$ cat src/rtl/instr_loader_if.sv
// Byte-stream valid/ready channel feeding the instruction loader.
interface instr_loader_if;
  logic       byte_valid;
  logic [7:0] byte_data;
  logic       byte_ready;

  modport master (
    output byte_valid,
    output byte_data,
    input  byte_ready
  );

  modport slave (
    input  byte_valid,
    input  byte_data,
    output byte_ready
  );
endinterface

$ cat src/rtl/instr_loader.sv
// Boot loader: assembles a byte stream into 32-bit words for instruction memory.
// Optional trailing checksum byte enabled by defining LOADER_CHECKSUM_EN.
module instr_loader #(
  parameter int PC_SIZE   = 10,
  parameter int WORD_STEP = 4,
  parameter int TIMEOUT   = 65535
) (
  input  logic               clock,
  input  logic               reset,
  input  logic               start,
  input  logic [PC_SIZE-1:0] load_len,
  instr_loader_if.slave      bytes,
  output logic               rw,
  output logic [PC_SIZE-1:0] PC_write,
  output logic [31:0]        instruction_in,
  output logic               reset_IF_memory,
  output logic               core_hold,
  output logic               busy,
  output logic               done,
  output logic               error
);

  localparam int TW = (TIMEOUT < 2) ? 1 : $clog2(TIMEOUT);

  typedef enum logic [2:0] {
    S_IDLE,
    S_CLEAR,
    S_RECV,
    S_WRITE,
`ifdef LOADER_CHECKSUM_EN
    S_CHECK,
`endif
    S_DONE,
    S_ERROR
  } state_t;

`ifdef LOADER_CHECKSUM_EN
  localparam state_t FIN = S_CHECK;
`else
  localparam state_t FIN = S_DONE;
`endif

  state_t             state;
  state_t             nxt;
  logic [PC_SIZE-1:0] len;
  logic [PC_SIZE-1:0] words;
  logic [PC_SIZE-1:0] pc;
  logic [1:0]         byte_idx;
  logic [31:0]        instr;
  logic [TW-1:0]      timer;
  logic               ready;
  logic               xfer;
  logic               tmo;
  logic               start_ok;
  logic               last_word;

  assign bytes.byte_ready = ready;
  assign PC_write         = pc;
  assign instruction_in   = instr;

  assign xfer      = bytes.byte_valid && ready;
  assign tmo       = !xfer && (timer == TW'(TIMEOUT - 1));
  assign last_word = (words + PC_SIZE'(1)) == len;
  assign start_ok  = start &&
                     (state == S_IDLE || state == S_DONE ||
                      state == S_ERROR);

`ifdef LOADER_CHECKSUM_EN
  logic [7:0] csum;

  always_ff @(posedge clock) begin
    if (!reset) begin
      csum <= '0;
    end else if (start_ok) begin
      csum <= '0;
    end else if (state == S_RECV && xfer) begin
      csum <= csum + bytes.byte_data;
    end
  end
`endif

  always_ff @(posedge clock) begin
    if (!reset) begin
      state <= S_IDLE;
    end else begin
      state <= nxt;
    end
  end

  always_comb begin
    nxt             = state;
    ready           = 1'b0;
    rw              = 1'b0;
    reset_IF_memory = 1'b0;
    busy            = 1'b0;
    core_hold       = 1'b0;
    done            = 1'b0;
    error           = 1'b0;
    unique case (state)
      S_IDLE: begin
        if (start) nxt = S_CLEAR;
      end
      S_CLEAR: begin
        reset_IF_memory = 1'b1;
        busy            = 1'b1;
        core_hold       = 1'b1;
        nxt = (len == '0) ? FIN : S_RECV;
      end
      S_RECV: begin
        ready     = 1'b1;
        busy      = 1'b1;
        core_hold = 1'b1;
        if (xfer && byte_idx == 2'd3) nxt = S_WRITE;
        else if (tmo)                 nxt = S_ERROR;
      end
      S_WRITE: begin
        rw        = 1'b1;
        busy      = 1'b1;
        core_hold = 1'b1;
        nxt = last_word ? FIN : S_RECV;
      end
`ifdef LOADER_CHECKSUM_EN
      S_CHECK: begin
        ready     = 1'b1;
        busy      = 1'b1;
        core_hold = 1'b1;
        if (xfer) begin
          nxt = (bytes.byte_data == csum) ? S_DONE : S_ERROR;
        end else if (tmo) begin
          nxt = S_ERROR;
        end
      end
`endif
      S_DONE: begin
        done = 1'b1;
        nxt  = start ? S_CLEAR : S_IDLE;
      end
      S_ERROR: begin
        error     = 1'b1;
        core_hold = 1'b1;
        if (start) nxt = S_CLEAR;
      end
      default: nxt = S_IDLE;
    endcase
  end

  // timer restarts on entry to RECV/CHECK: start clears it, WRITE clears it
  always_ff @(posedge clock) begin
    if (!reset) begin
      len      <= '0;
      words    <= '0;
      pc       <= '0;
      byte_idx <= '0;
      instr    <= '0;
      timer    <= '0;
    end else begin
      if (start_ok) begin
        len      <= load_len;
        words    <= '0;
        pc       <= '0;
        byte_idx <= '0;
        timer    <= '0;
      end
      if (state == S_RECV) begin
        if (xfer) begin
          instr[8*byte_idx +: 8] <= bytes.byte_data;
          byte_idx <= byte_idx + 2'd1;
          timer    <= '0;
        end else begin
          timer <= timer + TW'(1);
        end
      end
`ifdef LOADER_CHECKSUM_EN
      if (state == S_CHECK && !xfer) begin
        timer <= timer + TW'(1);
      end
`endif
      if (state == S_WRITE) begin
        pc    <= pc + PC_SIZE'(WORD_STEP);
        words <= words + PC_SIZE'(1);
        timer <= '0;
      end
    end
  end

endmodule
$ cat src/flat_wrapper.sv
// flat-port wrapper written by rule: the top's interface ports become plain ports
module instr_loader_flat 
#(
  parameter int PC_SIZE   = 10,
  parameter int WORD_STEP = 4,
  parameter int TIMEOUT   = 65535
)
  (clock, reset, start, load_len, rw, PC_write, instruction_in, reset_IF_memory, core_hold, busy, done, error, bytes_byte_valid, bytes_byte_data, bytes_byte_ready);
  instr_loader_if bytes_i ();
  input  logic clock;
  input  logic reset;
  input  logic start;
  input  logic [PC_SIZE-1:0] load_len;
  output logic rw;
  output logic [PC_SIZE-1:0] PC_write;
  output logic [31:0] instruction_in;
  output logic reset_IF_memory;
  output logic core_hold;
  output logic busy;
  output logic done;
  output logic error;
  input wire logic [$bits(bytes_i.byte_valid)-1:0] bytes_byte_valid;
  input wire logic [$bits(bytes_i.byte_data)-1:0] bytes_byte_data;
  output wire logic [$bits(bytes_i.byte_ready)-1:0] bytes_byte_ready;
  assign bytes_i.byte_valid = bytes_byte_valid;
  assign bytes_i.byte_data = bytes_byte_data;
  assign bytes_byte_ready = bytes_i.byte_ready;
  instr_loader #(.PC_SIZE(PC_SIZE), .WORD_STEP(WORD_STEP), .TIMEOUT(TIMEOUT)) u_core (.clock(clock), .reset(reset), .start(start), .load_len(load_len), .bytes(bytes_i), .rw(rw), .PC_write(PC_write), .instruction_in(instruction_in), .reset_IF_memory(reset_IF_memory), .core_hold(core_hold), .busy(busy), .done(done), .error(error));
endmodule
$ cat config.mk
export PLATFORM = sky130hd
export DESIGN_NAME = instr_loader_flat
export DESIGN_NICKNAME = d
export VERILOG_FILES = /design/src/rtl/instr_loader_if.sv /design/src/rtl/instr_loader.sv /design/src/flat_wrapper.sv
export SDC_FILE = /design/constraint.sdc
export NUM_CORES = 1
export LEC_CHECK = 0
export ABC_AREA = 1
export BUFFER_PORTS_ARGS = -buffer_cell sky130_fd_sc_hd__buf_2
export CORE_UTILIZATION = 50
export CTS_CLUSTER_SIZE = 20
export DETAILED_ROUTE_END_ITERATION = 16
export PLACE_DENSITY_LB_ADDON = 0.1
export RECOVER_POWER = 50
export SLEW_MARGIN = 20
export SYNTH_ARGS = -nofsm -noshare
export SYNTH_HDL_FRONTEND = slang
export SYNTH_SLANG_ARGS = --single-unit
$ cat constraint.sdc
create_clock -name clock -period 2 [get_ports clock]
set_clock_uncertainty 0.2 [all_clocks]
set_input_delay 0.1 -clock clock [delete_from_list [all_inputs] [get_ports clock]]
set_output_delay 0.1 -clock clock [all_outputs]
set_load 0.01 [all_outputs]
==> key figures <==
Logic synthesis
  – Combinational family with the most area after synthesis: simple AND/OR/NAND/NOR gates
  – Synth top area share: 0.3994
  – Biggest area consumer among synthesized cells: dfxtp_1
  – Synth Warn #: 0
  – Avg Synthesized Cell Area: 7.098 µm²
  – Syn Std Cell Area: 0.004060 mm²
  – Post-Syn Instances: roughly 570
  – Post-synth top cells: nand2_1 (148), dfxtp_1 (81), a21oi_1 (77)
  – Share of the synthesized netlist area taken by xor and xnor gates: 0.006471
  – Most common flop cell mapped by yosys: dfxtp_1
  – Synth Area in Simple Gates: 0.3285
  – Compound-gate portion of the synthesized area: 0.1507
  – Mux contribution to synthesized area: 0
  – Count leader, synth: nand2_1
  – Asr flop ratio synth: 0
  – Synth cell types: between 40 and 50
  – Top cells by area, synth: dfxtp_1 (40%), nand2_1 (14%), a21oi_1 (9.5%)
  – Sequential element share of the synthesized area: 0.3994
  – FF+latch count, synth: 81
  – EDFF count, synth: 0
  – Synth Area in Adders: 0.02773

GRT
  – GR Util met2: 0.3937
  – First-pass GRT wire length: 16.73 mm
  – Total gr overflow: 0
  – Initial antenna violation count: 0
  – Busiest metal layer after global routing: met2
  – Pin count of the biggest net entering global routing: 50
  – Met1 usage: 0.3239
  – Total Routing Usage GR: 0.2463
  – Met3 GRT Util: 0.04146
  – Vias in the first global route: 3737

Setup path
  – Worst-path fanout max: 6
  – CP endpoint kind: register
  – Crit path cell chain: nand2_1, nor2_4, o21ai_2, inv_1, nor2_4, buf_4, nand2_1, a21oi_1
  – Critical path arrival: just under 2 ns
  – Crit path largest cell delay: approximately 0.38 ns
  – Worst Path Required: 2.08 ns
  – CP Launch Type: register
  – Crit path kind: register to register
  – Worst path slowest cell: dfxtp_1

Layout
  – Fin cells: 778
  – Nets: 702
  – Share of layout cells above drive strength 1: 0.1568
  – N_diodes: 0
  – Layout Area Growth over Synthesis: 23.48%

STA
  – Worst slew pin tran: 0.5210 ns
  – Final max-slew violation count: 0
  – Relative slew margins: 0.6527
  – Final setup TNS: 0 ns
  – Final setup fails: 0
  – FMAX: roughly 520 MHz
  – Final hold violation count: 0
  – RSZ-0062 raised after global routing: true
  – Final cycle utilization of the critical path: 0.9535
  – Min cycle time layout: 1.907 ns

Placed design
  – Final RePlAce weighted congestion: 0.8502
  – Port Buffers: 68
  – Dpl hpwl: around 7.3 mm
  – Placed insts: about 740

Power and ir drop
  – Switch share: 0.3629
  – Pwr/cell area: 879.5 mW/mm²
  – Sw power: 1.600 mW
  – Clock power share: 0.282
  – Maximum VDD drop: ~0.47 mV
  – Flop pwr share: 0.414
  – Leakage: between 1.5 and 2 nW
  – Combinational Power Share: 0.303
  – Internal: 2.809 mW

Floorplanning
  – Die height: between 90 and 100 µm
  – Io pins: 71
  – Starting Density: 0.5200
  – Number of cell rows: 32
  – Die area: 0.008484 mm²
  – Die width: just over 90 µm
  – Placeable core area: 0.007807 mm²

Worst hold path
  – HP Class: register to register

Clocking
  – Clock sink total: 81
  – CTS Buf Count: 9
  – Clk root buf: clkbuf_8
  – Worst-Skew Late Latency: 0.35 ns
  – CTS tree: done
  – Bufs on Longest Clock Path: 2
  – Htree depth: 3
  – CTS clk-pin slew, worst paths: 0.08 ns

Drt
  – Post-detailed-route count of antenna-violating nets: 0
  – Wire length per cell: 13.16 µm
  – Drt pass-1 iters: 5
  – Final wirelength: 10.24 mm
  – Avg Vias per Cell: between 5 and 6
  – Via count: 4127
  – Residual DRC count: 0
  – Initial DRC Count: 166

Job
  – Max_cap viols: 0

Status
  – Outcome: complete, no violations
worst max-delay path: cells and delay by family (launching register included):
family / cells / cell delay, ns
AOI/OAI and AO/OA: 2 / 0.45
buffers and inverters: 2 / 0.35
DFF: 1 / 0.38
and+or+nand+nor: 4 / 0.47
cell type report:
cell class	count	area, µm²
clock buffer	12	155.1
clock inverter	4	51.30
fill	733	2794
inverter	58	229.0
multi-input combinational	411	2161
sequential	81	1637
tap	102	127.6
timing repair buffer	110	653.1
what timing repair did:
item | CTS | global route
hold buffers | 21 | 0
resized for setup | 0 | 30
setup endpoints to repair | 0 | 37
buffers inserted | 0 | 4
hold endpoints to repair | 42 | 0
per-layer routing:
layer / vias to the layer above / share of wire
met5: - / 0
met4: 0 / 0.025
met3: 19 / 0.049
met2: 120 / 0.46
met1: 1892 / 0.46
li1: 2096 / -
power groups by stage:
stage                     Combinational, mW  Sequential, mW  Clock, mW
after floorplan                       0.932            1.85          0
after global placement                 1.25            1.86          0
after detailed placement               1.27            1.86          0
after CTS                              1.30            1.82       1.28
after global routing                   1.49            1.84       1.35
final                                  1.34            1.83       1.25
worst paths after layout:
check | to | startpoint | slack [ns] | cells past startpoint
worst max register to register | u_core.words[6] | u_core.state[0] | 0.09 | 8
worst max-delay path | u_core.words[6] | u_core.state[0] | 0.09 | 8
worst min-delay path | u_core.timer[14] | u_core.timer[14] | 0.27 | 2
worst min register to register | u_core.timer[14] | u_core.timer[14] | 0.27 | 2
per-stage QoR:
step                      worst slack, ns  hold slack [ns]  power (mW)  cell area (µm²)    util
after floorplan                   0.05241          0.03837       2.779             4078       -
after global placement             0.1185           0.1654       3.108             4536  0.5809
after detailed placement          0.02719           0.1846       3.124             4536  0.5809
after CTS                        0.007181           0.2658       4.401             4952  0.6343
after global routing             -0.04777           0.2892       4.680             5014  0.6421
final                             0.09298           0.2667       4.409             5014  0.6421
logic make-up (layout without fill, tap and decap cells):
logic type,after synthesis,after routing
compound gates,112,112
xor+xnor,3,3
fa+ha+maj,9,9
buf+inv,81,184
flops,81,81
other cells,1,2
simple gates,285,285
sequential cells by signal, summed over array words and instances, names as in the netlist:
signal,flops
u_core.state,3
u_core.byte_idx,2
u_core.len,10
u_core.instruction_in,32
u_core.PC_write,8
u_core.timer,16
u_core.words,10
cell usage in the layout, fill, tap and decap left out, types with 20 or more instances in the layout:
cell type        n
o21ai_0         20
dfxtp_1         73
nand3_1         37
nand2_1        146
nor2_1          29
inv_1           51
a21oi_1         77
clkbuf_1        46
dlygate4sd3_1   21
buf_2           23
No activity file was read; power rests on OpenSTA's default activity.
